<file path="src/rtl/vc_input_datapath_pkg.sv">
// Shared definitions for the virtual-channel input datapath: default sizes,
// VC index width helper, flit record and output FSM state encoding.
package vc_input_datapath_pkg;

  localparam int DEF_FLIT_DATA_W = 34;
  localparam int DEF_N_VC        = 3;
  localparam int DEF_VC_DEPTH    = 4;

  // Width of a VC index; never narrower than one bit.
  function automatic int vc_w_f(input int n_vc);
    return (n_vc > 1) ? $clog2(n_vc) : 1;
  endfunction

  // One buffered flit: packet-tail marker plus payload.
  typedef struct packed {
    logic                       last;
    logic [DEF_FLIT_DATA_W-1:0] data;
  } s_flit_t;

  // Output arbitration FSM: IDLE picks a VC, BUSY streams one packet from it.
  typedef enum logic {
    ST_IDLE = 1'b0,
    ST_BUSY = 1'b1
  } e_state_t;

endpackage

</file>
<file path="src/rtl/vc_input_datapath_fifo.sv">
// Per-VC flit buffer: DEPTH-entry FIFO with extra-MSB wrapping pointers.
// The head entry is read straight from storage; a pushed flit is visible
// at the head only after the clock edge that writes it (no bypass).
module vc_fifo #(
  parameter int ENTRY_W = 35,
  parameter int DEPTH   = 4
) (
  input  logic               clk,
  input  logic               arst,
  input  logic               i_push,
  input  logic               i_pop,
  input  logic [ENTRY_W-1:0] i_entry,
  output logic [ENTRY_W-1:0] o_head,
  output logic               o_full,
  output logic               o_empty
);

  localparam int AW = $clog2(DEPTH);
  localparam int PW = AW + 1;

  logic [PW-1:0]      r_wr_ptr;
  logic [PW-1:0]      r_rd_ptr;
  logic [ENTRY_W-1:0] r_mem [DEPTH];
  logic               w_do_push;
  logic               w_do_pop;

  assign w_do_push = i_push & ~o_full;
  assign w_do_pop  = i_pop & ~o_empty;

  assign o_empty = (r_wr_ptr == r_rd_ptr);
  assign o_full  = (r_wr_ptr == {~r_rd_ptr[PW-1], r_rd_ptr[PW-2:0]});
  assign o_head  = r_mem[r_rd_ptr[AW-1:0]];

  // Pointer update; reset flushes the buffer by zeroing both pointers.
  always_ff @(posedge clk or negedge arst) begin
    if (!arst) begin
      r_wr_ptr <= '0;
      r_rd_ptr <= '0;
    end else begin
      if (w_do_push) r_wr_ptr <= r_wr_ptr + PW'(1);
      if (w_do_pop)  r_rd_ptr <= r_rd_ptr + PW'(1);
    end
  end

  // Storage write; contents need no reset because the pointers gate visibility.
  always_ff @(posedge clk) begin
    if (w_do_push) r_mem[r_wr_ptr[AW-1:0]] <= i_entry;
  end

endmodule

</file>
<file path="src/rtl/vc_input_datapath.sv">
// Virtual-channel input datapath: demultiplexes incoming flits into per-VC
// FIFOs and drains them one whole packet at a time with round-robin VC choice.
//
// Handshake: a transfer happens on a rising edge where valid and ready are
// both high. fin_ready_o may depend combinationally on fin_vc_i. Once
// fout_valid_o is high its vc/data/last stay fixed until the transfer;
// fout_ready_i has no effect while fout_valid_o is low.
module vc_input_datapath
  import vc_input_datapath_pkg::*;
#(
  parameter  int FLIT_DATA_W = DEF_FLIT_DATA_W,
  parameter  int N_VC        = DEF_N_VC,
  parameter  int VC_DEPTH    = DEF_VC_DEPTH,
  localparam int VC_W        = vc_w_f(N_VC)
) (
  input  logic                   clk,
  input  logic                   arst,
  input  logic                   fin_valid_i,
  input  logic [VC_W-1:0]        fin_vc_i,
  input  logic                   fin_last_i,
  input  logic [FLIT_DATA_W-1:0] fin_data_i,
  output logic                   fin_ready_o,
  output logic                   fout_valid_o,
  output logic [VC_W-1:0]        fout_vc_o,
  output logic                   fout_last_o,
  output logic [FLIT_DATA_W-1:0] fout_data_o,
  input  logic                   fout_ready_i,
  output logic [N_VC-1:0]        vc_full_o,
  output logic [N_VC-1:0]        vc_empty_o,
  output logic                   err_vc_o,
  output logic                   dbg_state_o,
  output logic [VC_W-1:0]        dbg_grant_o,
  output logic [VC_W-1:0]        dbg_rr_ptr_o
);

  localparam int ENTRY_W = FLIT_DATA_W + 1;

  e_state_t           r_state;
  logic [VC_W-1:0]    r_grant;
  logic [VC_W-1:0]    r_rr_ptr;

  logic [ENTRY_W-1:0] w_head [N_VC];
  logic [ENTRY_W-1:0] w_sel_head;
  logic [N_VC-1:0]    w_push;
  logic [N_VC-1:0]    w_pop;
  logic [N_VC-1:0]    w_full;
  logic [N_VC-1:0]    w_empty;
  logic               w_vc_ok;
  logic               w_in_ready;
  logic               w_accept;
  logic               w_xfer;
  logic               w_pick_found;
  logic [VC_W-1:0]    w_pick_vc;
  logic [VC_W-1:0]    w_cand;
  logic [VC_W-1:0]    w_rr_next;

  // Input side: out-of-range VCs are never accepted and flag an error.
  assign w_vc_ok     = (int'(fin_vc_i) < N_VC);
  assign w_in_ready  = arst & w_vc_ok & ~w_full[fin_vc_i];
  assign w_accept    = fin_valid_i & w_in_ready;
  assign fin_ready_o = w_in_ready;
  assign err_vc_o    = arst & fin_valid_i & ~w_vc_ok;

  for (genvar g = 0; g < N_VC; g++) begin : g_vc
    assign w_push[g] = w_accept & (fin_vc_i == VC_W'(g));
    assign w_pop[g]  = w_xfer & (r_grant == VC_W'(g));

    vc_fifo #(
      .ENTRY_W (ENTRY_W),
      .DEPTH   (VC_DEPTH)
    ) u_fifo (
      .clk     (clk),
      .arst    (arst),
      .i_push  (w_push[g]),
      .i_pop   (w_pop[g]),
      .i_entry ({fin_last_i, fin_data_i}),
      .o_head  (w_head[g]),
      .o_full  (w_full[g]),
      .o_empty (w_empty[g])
    );
  end

  assign vc_full_o  = w_full;
  assign vc_empty_o = w_empty;

  // Output side: the granted FIFO head is presented only while BUSY.
  assign w_sel_head   = w_head[r_grant];
  assign fout_valid_o = (r_state == ST_BUSY) & ~w_empty[r_grant];
  assign fout_vc_o    = r_grant;
  assign fout_data_o  = w_sel_head[FLIT_DATA_W-1:0];
  assign fout_last_o  = w_sel_head[FLIT_DATA_W];
  assign w_xfer       = fout_valid_o & fout_ready_i;

  assign w_rr_next = (r_grant == VC_W'(N_VC - 1)) ? '0 : r_grant + VC_W'(1);

  // Round-robin search: scan offsets high to low so the nearest VC at or
  // after rr_ptr is the one left standing.
  always_comb begin
    w_pick_found = 1'b0;
    w_pick_vc    = '0;
    w_cand       = '0;
    for (int i = N_VC - 1; i >= 0; i--) begin
      w_cand = VC_W'((int'(r_rr_ptr) + i) % N_VC);
      if (!w_empty[w_cand]) begin
        w_pick_found = 1'b1;
        w_pick_vc    = w_cand;
      end
    end
  end

  // Packet arbitration FSM: latch a grant in IDLE, release it after the tail.
  always_ff @(posedge clk or negedge arst) begin
    if (!arst) begin
      r_state  <= ST_IDLE;
      r_grant  <= '0;
      r_rr_ptr <= '0;
    end else begin
      case (r_state)
        ST_IDLE: begin
          if (w_pick_found) begin
            r_grant <= w_pick_vc;
            r_state <= ST_BUSY;
          end
        end
        ST_BUSY: begin
          if (w_xfer && fout_last_o) begin
            r_state  <= ST_IDLE;
            r_rr_ptr <= w_rr_next;
          end
        end
        default: r_state <= ST_IDLE;
      endcase
    end
  end

  assign dbg_state_o  = r_state;
  assign dbg_grant_o  = r_grant;
  assign dbg_rr_ptr_o = r_rr_ptr;

endmodule

</file>
<file path="config.mk">
export PLATFORM = sky130hd
export DESIGN_NAME = vc_input_datapath
export DESIGN_NICKNAME = d
export VERILOG_FILES = /design/src/rtl/vc_input_datapath_pkg.sv /design/src/rtl/vc_input_datapath_fifo.sv /design/src/rtl/vc_input_datapath.sv
export SDC_FILE = /design/constraint.sdc
export NUM_CORES = 1
export LEC_CHECK = 0
export BUFFER_PORTS_ARGS = -buffer_cell sky130_fd_sc_hd__buf_2
export CAP_MARGIN = 40
export CORE_MARGIN = 4
export CORE_UTILIZATION = 40
export CTS_CLUSTER_DIAMETER = 60
export DETAILED_ROUTE_END_ITERATION = 8
export HOLD_SLACK_MARGIN = 0.06
export PLACE_DENSITY = 0.56
export SLEW_MARGIN = 20
export SYNTH_ARGS = -nofsm -noshare
export SYNTH_HDL_FRONTEND = slang
export SYNTH_SLANG_ARGS = --single-unit
</file>
<file path="constraint.sdc">
create_clock -name clk -period 2.8 [get_ports clk]
set_clock_uncertainty 0.05 [all_clocks]
set_input_delay 0.14 -clock clk [delete_from_list [all_inputs] [get_ports clk]]
set_output_delay 0.14 -clock clk [all_outputs]
set_load 0.02 [all_outputs]
</file>
==> results of run 1 <==
-- through the flow --
step / utilization, % / setup slack (ns) / hold WS [ns] / cells / instance area (µm²)
6_report: 48.77 / 0.1312 / 0.09752 / 1644 / 21150
5_1_grt: 48.77 / 0.01622 / 0.1331 / 1644 / 21150
4_1_cts: 48.66 / 0.004367 / 0.07280 / 1643 / 21100
3_5_place_dp: 44.04 / 0.5087 / -0.05268 / 1516 / 19100
3_3_place_gp: 44.04 / 0.5405 / -0.05658 / 1516 / 19100
2_1_floorplan: - / 0.2468 / -0.2056 / 842 / 17650
-- kinds of logic after synthesis --
kind of cell             synth area share [%]
AND/OR/NAND/NOR                         2.807
multiplexers                            15.89
flip-flops                              74.71
XOR/XNOR                                1.524
AO/OA/AOI/OAI                           2.006
adder cells (fa/ha/maj)                 1.276
buffers and inverters                   1.786
-- power breakdown --
part / total, mW / leakage, nW / switching, mW / internal (mW)
Sequential: 8.00 / 4.05 / 0.357 / 7.64
Clock: 6.32 / 0.763 / 2.52 / 3.80
Combinational: 6.94 / 2.45 / 3.97 / 2.97
-- worst max-delay path: stages (launching register included) --
cell,delay (ns)
dfrtp_4,0.57
buf_8,0.21
mux4_2,0.52
mux2i_2,0.26
o21ai_0,0.15
buf_2,0.19
-- final cells by class --
type / instances / share of cell area (%)
Timing Repair Buffer: 177 / 6.585
Multi-Input combinational cell: 337 / 19.77
Inverter: 17 / 0.3136
Clock buffer: 57 / 5.839
Sequential cell: 443 / 62.43
Clock inverter: 28 / 1.603
Tap cell: 585 / 3.461
-- flip-flops by register name, indices dropped and copies added (netlist names) --
register,cells
g_vc.u_fifo.r_rd_ptr,9
dbg_grant_o,2
g_vc.u_fifo.r_wr_ptr,9
dbg_rr_ptr_o,2
dbg_state_o,1
g_vc.u_fifo.r_mem,420
-- cells in the final DEF (no fill, tap or decap), types with 3 or more instances in the layout --
| master | netlist | final |
|---|---|---|
| and2_2 | 1 | 12 |
| buf_12 | 0 | 11 |
| buf_2 | 15 | 91 |
| buf_4 | 11 | 29 |
| bufinv_16 | 0 | 7 |
| clkbuf_1 | 15 | 9 |
| clkbuf_16 | 0 | 49 |
| clkinv_1 | 0 | 8 |
| clkinv_2 | 0 | 6 |
| dfrtp_1 | 23 | 16 |
| dfrtp_2 | 0 | 4 |
| dfrtp_4 | 0 | 3 |
| dlygate4sd3_1 | 0 | 42 |
| edfxtp_1 | 420 | 420 |
| ha_1 | 18 | 18 |
| inv_1 | 14 | 13 |
| inv_2 | 3 | 3 |
| mux2i_1 | 39 | 38 |
| mux4_2 | 104 | 104 |
| nand2_1 | 46 | 46 |
| nand3_1 | 3 | 3 |
| nand4_1 | 3 | 3 |
| nor2_1 | 5 | 5 |
| nor3_2 | 5 | 5 |
| nor4_4 | 3 | 3 |
| o21ai_0 | 37 | 37 |
| xnor2_1 | 15 | 14 |
| xor2_1 | 12 | 12 |
-- cell usage after synthesis, types with 5 or more instances --
| cell | count | area, µm² |
|---|---|---|
| and2_1 | 11 | 68.82 |
| buf_2 | 15 | 75.07 |
| buf_4 | 11 | 82.58 |
| clkbuf_1 | 15 | 56.30 |
| dfrtp_1 | 23 | 575.6 |
| edfxtp_1 | 420 | 12610 |
| ha_1 | 18 | 225.2 |
| inv_1 | 14 | 52.55 |
| mux2i_1 | 39 | 390.4 |
| mux4_2 | 104 | 2342 |
| nand2_1 | 46 | 172.7 |
| nor2_1 | 5 | 18.77 |
| nor3_2 | 5 | 50.05 |
| o21ai_0 | 37 | 185.2 |
| xnor2_1 | 15 | 131.4 |
| xor2_1 | 12 | 105.1 |
-- metal layers --
metal	up-vias	GRT usage [%]	wire length [µm]
met4	2	4.761	822
met1	4522	23.82	17420
met3	60	3.163	1849
met5	-	0	13
li1	3787	-	-
met2	203	25.11	17500
-- path summary, 6_finish.rpt --
kind | cells past startpoint | slack [ns] | from | to
max in group asynchronous | 3 | 1.95 | arst | g_vc[0].u_fifo.r_wr_ptr[1]$_DFFE_PN0P_
max reg2reg | 5 | 0.51 | g_vc[2].u_fifo.r_wr_ptr[2]$_DFFE_PN0P_ | g_vc[2].u_fifo.r_mem[1][11]$_DFFE_PP_
min in group clk | 2 | 0.39 | fin_data_i[18] | g_vc[1].u_fifo.r_mem[3][18]$_DFFE_PP_
max | 5 | 0.13 | g_vc[0].u_fifo.r_rd_ptr[0]$_DFFE_PN0P_ | fout_data_o[8]
min | 3 | 0.1 | arst | g_vc[1].u_fifo.r_rd_ptr[0]$_DFFE_PN0P_
min reg2reg | 1 | 0.44 | g_vc[0].u_fifo.r_wr_ptr[2]$_DFFE_PN0P_ | g_vc[0].u_fifo.r_wr_ptr[2]$_DFFE_PN0P_
-- timing repair --
item / CTS / global route
setup endpoints to repair: 8 / 6
hold endpoints to repair: 452 / 0
gates cloned: 0 / 1
gates resized for setup: 2 / 5
hold buffers: 42 / 0
==> results.toml, run 1 <==
[outcome]
status = "finished, final reports clean"

[worst_setup_path]
crit_arrival_ns = 2.48
path_class = "flop to output port"
worstPathRequired_ns = 2.61
worstPathMaxFanout = 9
critPathLaunchType = "flop"
end_kind = "output port"

[floorplanning]
dieArea_um2 = 47550
core.rowCount = 76
die_w_um = 218.1
start_util_pct = 40.71
dieHeight_um = 218.1
coreArea_um2 = 43360
boundaryPins = 92

[place]
gp_congestion = 0.7977
dp_hpwl_mm = 22.73
portBuffers = 91

[yosys]
netlist_instances = 842
synthArstFlopShare_pct = 5.192
avgSynthCellArea_um2 = 20.96
yosysSeqAreaShare_pct = 74.71
synth_cell_types = 50
synth_edf_count = 420
syn_area_um2 = 17650
syn_nets = 901
yosys_warnings = 0
synth_seq_cells = 443
synth-main-ff-cell = "edfxtp_1"

[cts]
post_cts.repair.setup_buffers = 0
cts.sinks = 443
cts_root_buffer = "clkbuf_16"
numCtsBuffers = 48
ctsLongestPathBuffers = 3
clk_latency_ns = 0.58
path_clk_slew_ns = 0.06
tritoncts = "yes"
h-tree-depth = 2

[drt]
ant_nets = 0
drc = 0
via_per_inst = 5.215
drt_iter0_drc = 714
first_pass_iters = 4
num_vias = 8574
route.final.wire_length_mm = 37.60
wl_per_cell_um = 22.87

[global_routing]
grt_pass1_vias = 9229
grt_pass1_wl_mm = 58.09
grt.total_usage_pct = 16.28
grt_max_degree = 39
antenna_found_initial = 1
grt_overflow = 0

[sta]
worst_pin_slew_ns = 0.4784
hold_violations = 0
relSlewSlack_pct = 67.77
finalSetupTns_ns = 0
fmax_mhz = 374.7
rsz0062_at_grt = "no"
slew_violations = 0
fin_crit_ns = 2.669
setup-violations-final = 0
fin_crit_sh_pct = 95.32

[power_and_ir_drop]
p_leak_nw = 7.268
max-vdd-ir-drop_v = 0.0008686
power_density_nw_per_um2 = 1005
p_total_mw = 21.26

[cells_and_area]
regArea_um2 = 13200
diodes = 0
drive_above_1_share_pct = 33.33
fill_cells = 3614
fin_nets = 1083
multi_input_area_um2 = 4180
area_growth_pct = 19.82

[job]
drv_cap = 0

[worst_hold_path]
min_path_type = "input pin to asynchronous set/reset pin"
No activity file was read; power rests on OpenSTA's default activity.
==> run 2, diff against run 1 <==
--- a/config.mk
+++ b/config.mk
@@ -12,7 +12,7 @@
 export CTS_CLUSTER_DIAMETER = 60
 export DETAILED_ROUTE_END_ITERATION = 8
 export HOLD_SLACK_MARGIN = 0.06
-export PLACE_DENSITY = 0.56
+export PLACE_DENSITY = 0.66
 export SLEW_MARGIN = 20
 export SYNTH_ARGS = -nofsm -noshare
 export SYNTH_HDL_FRONTEND = slang
==> results.toml, run 2 (synthesis results as in run 1) <==
[floorplanning]
dieArea_um2 = 47550
dieHeight_um = 218.1
core.rowCount = 76
die_w_um = 218.1
coreArea_um2 = 43360
start_util_pct = 40.71
boundaryPins = 92

[cts]
h-tree-depth = 2
clk_latency_ns = 0.56
numCtsBuffers = 46
cts_root_buffer = "clkbuf_16"
tritoncts = "yes"
ctsLongestPathBuffers = 3
cts.sinks = 443
path_clk_slew_ns = 0.06

[drt]
first_pass_iters = 5
wl_met1_mm = 16.94
num_vias = 8651
wl_met3_mm = 2.279
via_per_inst = 5.269
ant_nets = 0
drt_iter0_drc = 681
wl_per_cell_um = 23.21
route.final.wire_length_mm = 38.11
dr_wl_met2_mm = 18.24
drc = 0
top_layer = "met4"

[place]
place_inst = 1515
portBuffers = 91
gp_congestion = 0.7567
dp_hpwl_mm = 22.97

[worst_setup_path]
end_kind = "output port"
critPathLaunchType = "flop"
crit_arrival_ns = 2.49
path_class = "flop to output port"
worstPathRequired_ns = 2.61
worstPathMaxFanout = 15

[global_routing]
antenna_found_initial = 1
grt_pass1_vias = 9110
grt.total_usage_pct = 16.21
grt_pass1_wl_mm = 57.80
grt_max_degree = 39
grt_overflow = 0

[cells_and_area]
largest_register_ffs = 420
fin_nets = 1082
diodes = 0
regArea_um2 = 13200
utilization_pct = 48.14
stdcell_count = 1642
fill_cells = 3652
drive_above_1_share_pct = 33.02
final_cell_mix = "420 x edfxtp_1, 104 x mux4_2, 91 x buf_2"
multi_input_area_um2 = 4187
area_growth_pct = 18.25
final_common_cell = "edfxtp_1"

[sta]
finalSetupTns_ns = 0
worst_pin_slew_ns = 0.5981
hold_violations = 0
rsz0062_at_grt = "no"
relSlewSlack_pct = 59.84
fin_crit_ns = 2.679
fmax_mhz = 373.2
fin_crit_sh_pct = 95.69
fin_hold_ws_ns = 0.1123
setup-violations-final = 0
slew_violations = 0

[outcome]
status = "finished, final reports clean"

[power_and_ir_drop]
power_density_nw_per_um2 = 980.2
p_leak_nw = 7.150
max-vdd-ir-drop_v = 0.0008568

[worst_hold_path]
min_path_type = "input pin to asynchronous set/reset pin"

[job]
drv_cap = 0
-- run 2: worst max-delay path, cell delays in order (launching register included) --
cell     delay [ns]
dfrtp_1        0.51
inv_2          0.44
buf_4          0.29
mux2i_1        0.10
o21ai_0        0.33
buf_2          0.25
-- run 2: area by class of cell --
| type | instances | share of cell area, % |
|---|---|---|
| clock buffers | 63 | 5.971 |
| inverters | 17 | 0.3057 |
| well taps | 585 | 3.507 |
| clock inverters | 19 | 0.5335 |
| repair buffers | 178 | 6.378 |
| multi-input cells | 337 | 20.06 |
| flip-flops and latches | 443 | 63.25 |
-- run 2: what timing repair did --
| action | in CTS | in global routing |
|---|---|---|
| setup buffers | 5 | 0 |
| gates resized for setup | 1 | 6 |
| hold endpoints to repair | 448 | 0 |
| endpoints found under the setup margin | 20 | 5 |
| hold buffers | 40 | 0 |
-- run 2: metal layers --
| metal | global-route usage, % | up-vias |
|---|---|---|
| met2 | 25.77 | 215 |
| li1 | - | 3787 |
| met1 | 23.25 | 4599 |
| met5 | 0 | - |
| met4 | 3.687 | 0 |
| met3 | 3.511 | 50 |
-- run 2: through the flow --
step | total power, mW | instance area (µm²) | setup slack (ns)
floorplan | 12.89 | 17650 | 0.2468
global route | 21.52 | 20870 | 0.01361
finish | 20.46 | 20870 | 0.1208
detailed placement | 14.96 | 19030 | 0.3475
global placement | 14.90 | 19030 | 0.3735
CTS | 20.69 | 20840 | 0.01244
-- run 2: where the power goes --
part,internal (mW),switching [mW],leakage [nW]
registers,7.64,0.345,4.05
clock network,3.12,2.42,0.663
logic,2.91,4.02,2.44
total,13.7,6.79,7.15
-- run 2: final timing paths --
check,slack (ns),from,end,cells after the start
max in group asynchronous,2.32,arst,g_vc[0].u_fifo.r_rd_ptr[0]$_DFFE_PN0P_,3
min in group clk,0.14,fout_ready_i,g_vc[1].u_fifo.r_rd_ptr[0]$_DFFE_PN0P_,4
hold / removal,0.11,arst,dbg_state_o$_DFF_PN0_,3
setup reg to reg,0.18,g_vc[0].u_fifo.r_rd_ptr[0]$_DFFE_PN0P_,g_vc[0].u_fifo.r_mem[3][30]$_DFFE_PP_,7
hold reg to reg,0.45,g_vc[0].u_fifo.r_wr_ptr[2]$_DFFE_PN0P_,g_vc[0].u_fifo.r_wr_ptr[2]$_DFFE_PN0P_,1
setup / recovery,0.12,dbg_grant_o[1]$_DFFE_PN0P_,fout_data_o[6],5
==> run 3, diff against run 2 <==
--- a/config.mk
+++ b/config.mk
@@ -16,4 +16,5 @@
 export SLEW_MARGIN = 20
 export SYNTH_ARGS = -nofsm -noshare
 export SYNTH_HDL_FRONTEND = slang
+export SYNTH_HIERARCHICAL = 1
 export SYNTH_SLANG_ARGS = --single-unit
==> results.toml, run 3 <==
[global_routing]
grt_max_degree = 41
grt.total_usage_pct = 16.00
grt_pass1_vias = 9196
antenna_found_initial = 1
grt_overflow = 0
grt_pass1_wl_mm = 57.88

[worst_hold_path]
min_path_type = "input pin to flop"
holdPathEnd = "g_vc[0].u_fifo/r_wr_ptr[0]$_DFFE_PN0P_"
worstHoldPathCells = 5
min-delay-start = "fin_vc_i[0]"

[sta]
slew_violations = 0
fin_crit_sh_pct = 98.95
hold_violations = 0
setup-violations-final = 0
worst_pin_slew_ns = 0.6928
relSlewSlack_pct = 53.81
fin_crit_ns = 2.771
fmax_mhz = 360.9

[yosys]
ys_top_cells_by_area = "edfxtp_1 70%, mux4_2 13%, dfrtp_1 3.2%"
syn_area_um2 = 17910
yosysTopAreaCell = "edfxtp_1"
yosysSeqAreaShare_pct = 73.62
avgSynthCellArea_um2 = 20.59
synth.most_common_cell = "edfxtp_1"
synth_top_area_share_pct = 70.41
synth-main-ff-cell = "edfxtp_1"
syn_nets = 928
yosys_warnings = 6
netlist_instances = 870
synth_commonest_cells = "420 x edfxtp_1, 105 x mux4_2, 39 x nand2_1, 37 x mux2i_1, 37 x o21ai_0"
synthArstFlopShare_pct = 5.192
synth_seq_cells = 443
synth_cell_types = 45
synth_edf_count = 420

[cells_and_area]
area_growth_pct = 19.71
final_cell_mix = "420 x edfxtp_1, 105 x mux4_2, 91 x buf_2"
largest_register_ffs = 420
stdcell_count = 1681
drive_above_1_share_pct = 33.64
final_common_cell = "edfxtp_1"
fill_cells = 3555
fin_nets = 1122

[worst_setup_path]
worstPathMaxFanout = 9
critPathLaunch = "g_vc[1].u_fifo/r_rd_ptr[0]$_DFFE_PN0P_"
worstPathRequired_ns = 2.99
r2r_cells = 11
path_class = "flop to flop"
crit_chain = "xnor2_4, nand3_2, inv_2, mux2_4, o22ai_4, nand3_4, nor3b_4, nand2_2, a31oi_4, buf_12, buf_6"
crit_arrival_ns = 2.96
ff2ff_setup_slack_ns = 0.03
r2r_end = "g_vc[1].u_fifo/r_mem[3][12]$_DFFE_PP_"
cp_num_cells = 11
critPathLaunchType = "flop"
end_kind = "flop"
crit_family = "simple AND/OR/NAND/NOR gates"
path_buf_inv = 3
cpPeakStageDelay_ns = 0.56
critPathSlowestCell = "dfrtp_4"
r2r-start = "g_vc[1].u_fifo/r_rd_ptr[0]$_DFFE_PN0P_"

[outcome]
status = "finished, final reports clean"

[place]
dp_hpwl_mm = 21.99
gp_congestion = 0.7795
portBuffers = 91
place_inst = 1563

[cts]
numCtsBuffers = 44
path_clk_slew_ns = 0.06
clk_latency_ns = 0.54
cts.sinks = 443
cts_root_buffer = "clkbuf_16"
ctsLongestPathBuffers = 3
h-tree-depth = 2
tritoncts = "yes"

[drt]
route.final.wire_length_mm = 39.38
ant_nets = 0
drt_iter0_drc = 856
wl_per_cell_um = 23.43
via_per_inst = 5.388
num_vias = 9057
drc = 0
first_pass_iters = 5

[floorplanning]
boundaryPins = 92
coreArea_um2 = 44220
dieArea_um2 = 48230
die_w_um = 219.6
core.rowCount = 77
dieHeight_um = 219.6
start_util_pct = 40.51

[job]
drv_cap = 0

[power_and_ir_drop]
p_total_mw = 19.93
max-vdd-ir-drop_v = 0.0004946
pwr-share-seq_pct = 39.5
switching_power_mw = 6.462
power_density_nw_per_um2 = 929.6
p_int_mw = 13.47
combPwrFrac_pct = 33.9
p_sw_share_pct = 32.41
p_leak_nw = 7.149
p_clk_share_pct = 26.7
-- run 3: cell count changes after synthesis, moves of 6 or more --
cell      change
clkbuf_1      -7
a21oi_1      +13
buf_6         +9
xor2_1        -6
o31ai_1      +11
nand2b_1      +8
and3_1       +10
and2_1        -8
buf_4         -6
nand2_1       -7
-- run 3: cells by family (layout without fill, tap and decap cells) --
family,after synthesis,after routing,share of synthesized area [%]
DFF,443,443,73.62
muxes,147,147,15.58
AOI/OAI and AO/OA,90,90,3.402
and+or+nand+nor,86,86,2.340
buffers and inverters,60,278,1.977
xor gates and xnor gates,27,27,1.886
adders and majority gates,17,17,1.187
other,0,1,0
-- run 3: tightest hold or removal path, cell delays in order --
cell and delay, ns:
buf_2 0.16, nor3_2 0.08, buf_4 0.15, o31ai_1 0.08
xnor2_1 0.06
-- run 3: what timing repair did --
action / CTS / global route
pin swaps: 0 / 4
gates resized for setup: 3 / 7
buffers inserted: 0 / 3
hold buffers: 39 / 0
setup endpoints to repair: 4 / 59
hold endpoints to repair: 450 / 0
cloned: 0 / 5
-- run 3: worst max-delay path by stage --
| stage | slack, ns | end |
|---|---|---|
| floorplan | -0.14 | g_vc[2].u_fifo/r_mem[3][0]$_DFFE_PP_ |
| CTS | 0.007 | fout_data_o[3] |
| finish | 0.03 | g_vc[1].u_fifo/r_mem[3][12]$_DFFE_PP_ |
| global placement | 0.09 | g_vc[1].u_fifo/r_mem[3][26]$_DFFE_PP_ |
| global route | -0.07 | g_vc[1].u_fifo/r_mem[3][19]$_DFFE_PP_ |
| detailed placement | 0.04 | g_vc[1].u_fifo/r_mem[3][26]$_DFFE_PP_ |
-- run 3: cell type report --
| type | instances | area (µm²) | area share, % |
|---|---|---|---|
| flip-flops and latches | 443 | 13210 | 61.59 |
| multi-input cells | 367 | 4509 | 21.03 |
| repair buffers | 189 | 1642 | 7.655 |
| clock buffers | 53 | 1156 | 5.392 |
| well taps | 592 | 740.7 | 3.454 |
| clock inverters | 17 | 113.9 | 0.5310 |
| inverters | 19 | 71.32 | 0.3326 |
| diodes | 1 | 2.502 | 0.01167 |
-- run 3: stage by stage --
| stage | setup WS, ns | setup TNS (ns) | hold WS, ns | utilization [%] | area, µm² |
|---|---|---|---|---|---|
| floorplan | -0.1429 | -14.75 | -0.2056 | - | 18020 |
| global placement | 0.08559 | 0 | 0.1921 | 44.27 | 19580 |
| detailed placement | 0.04330 | 0 | 0.1793 | 44.27 | 19580 |
| CTS | 0.007323 | 0 | 0.07555 | 48.06 | 21250 |
| global route | -0.07362 | -2.788 | 0.1200 | 48.48 | 21440 |
| finish | 0.02932 | 0 | 0.1340 | 48.49 | 21440 |
-- run 3: metal layers --
metal	GRT usage [%]	wire, µm
met1	22.60	16800
met3	3.392	2851
met4	3.684	521
met2	25.87	19220
met5	0	0
-- run 3: power groups by stage --
stage / Sequential, mW / Combinational (mW) / Clock, mW
after global routing: 7.90 / 7.27 / 5.73
after floorplan: 7.95 / 4.56 / 0
after detailed placement: 7.98 / 6.60 / 0
final: 7.87 / 6.75 / 5.32
after global placement: 7.96 / 6.53 / 0
after CTS: 7.84 / 6.69 / 5.44
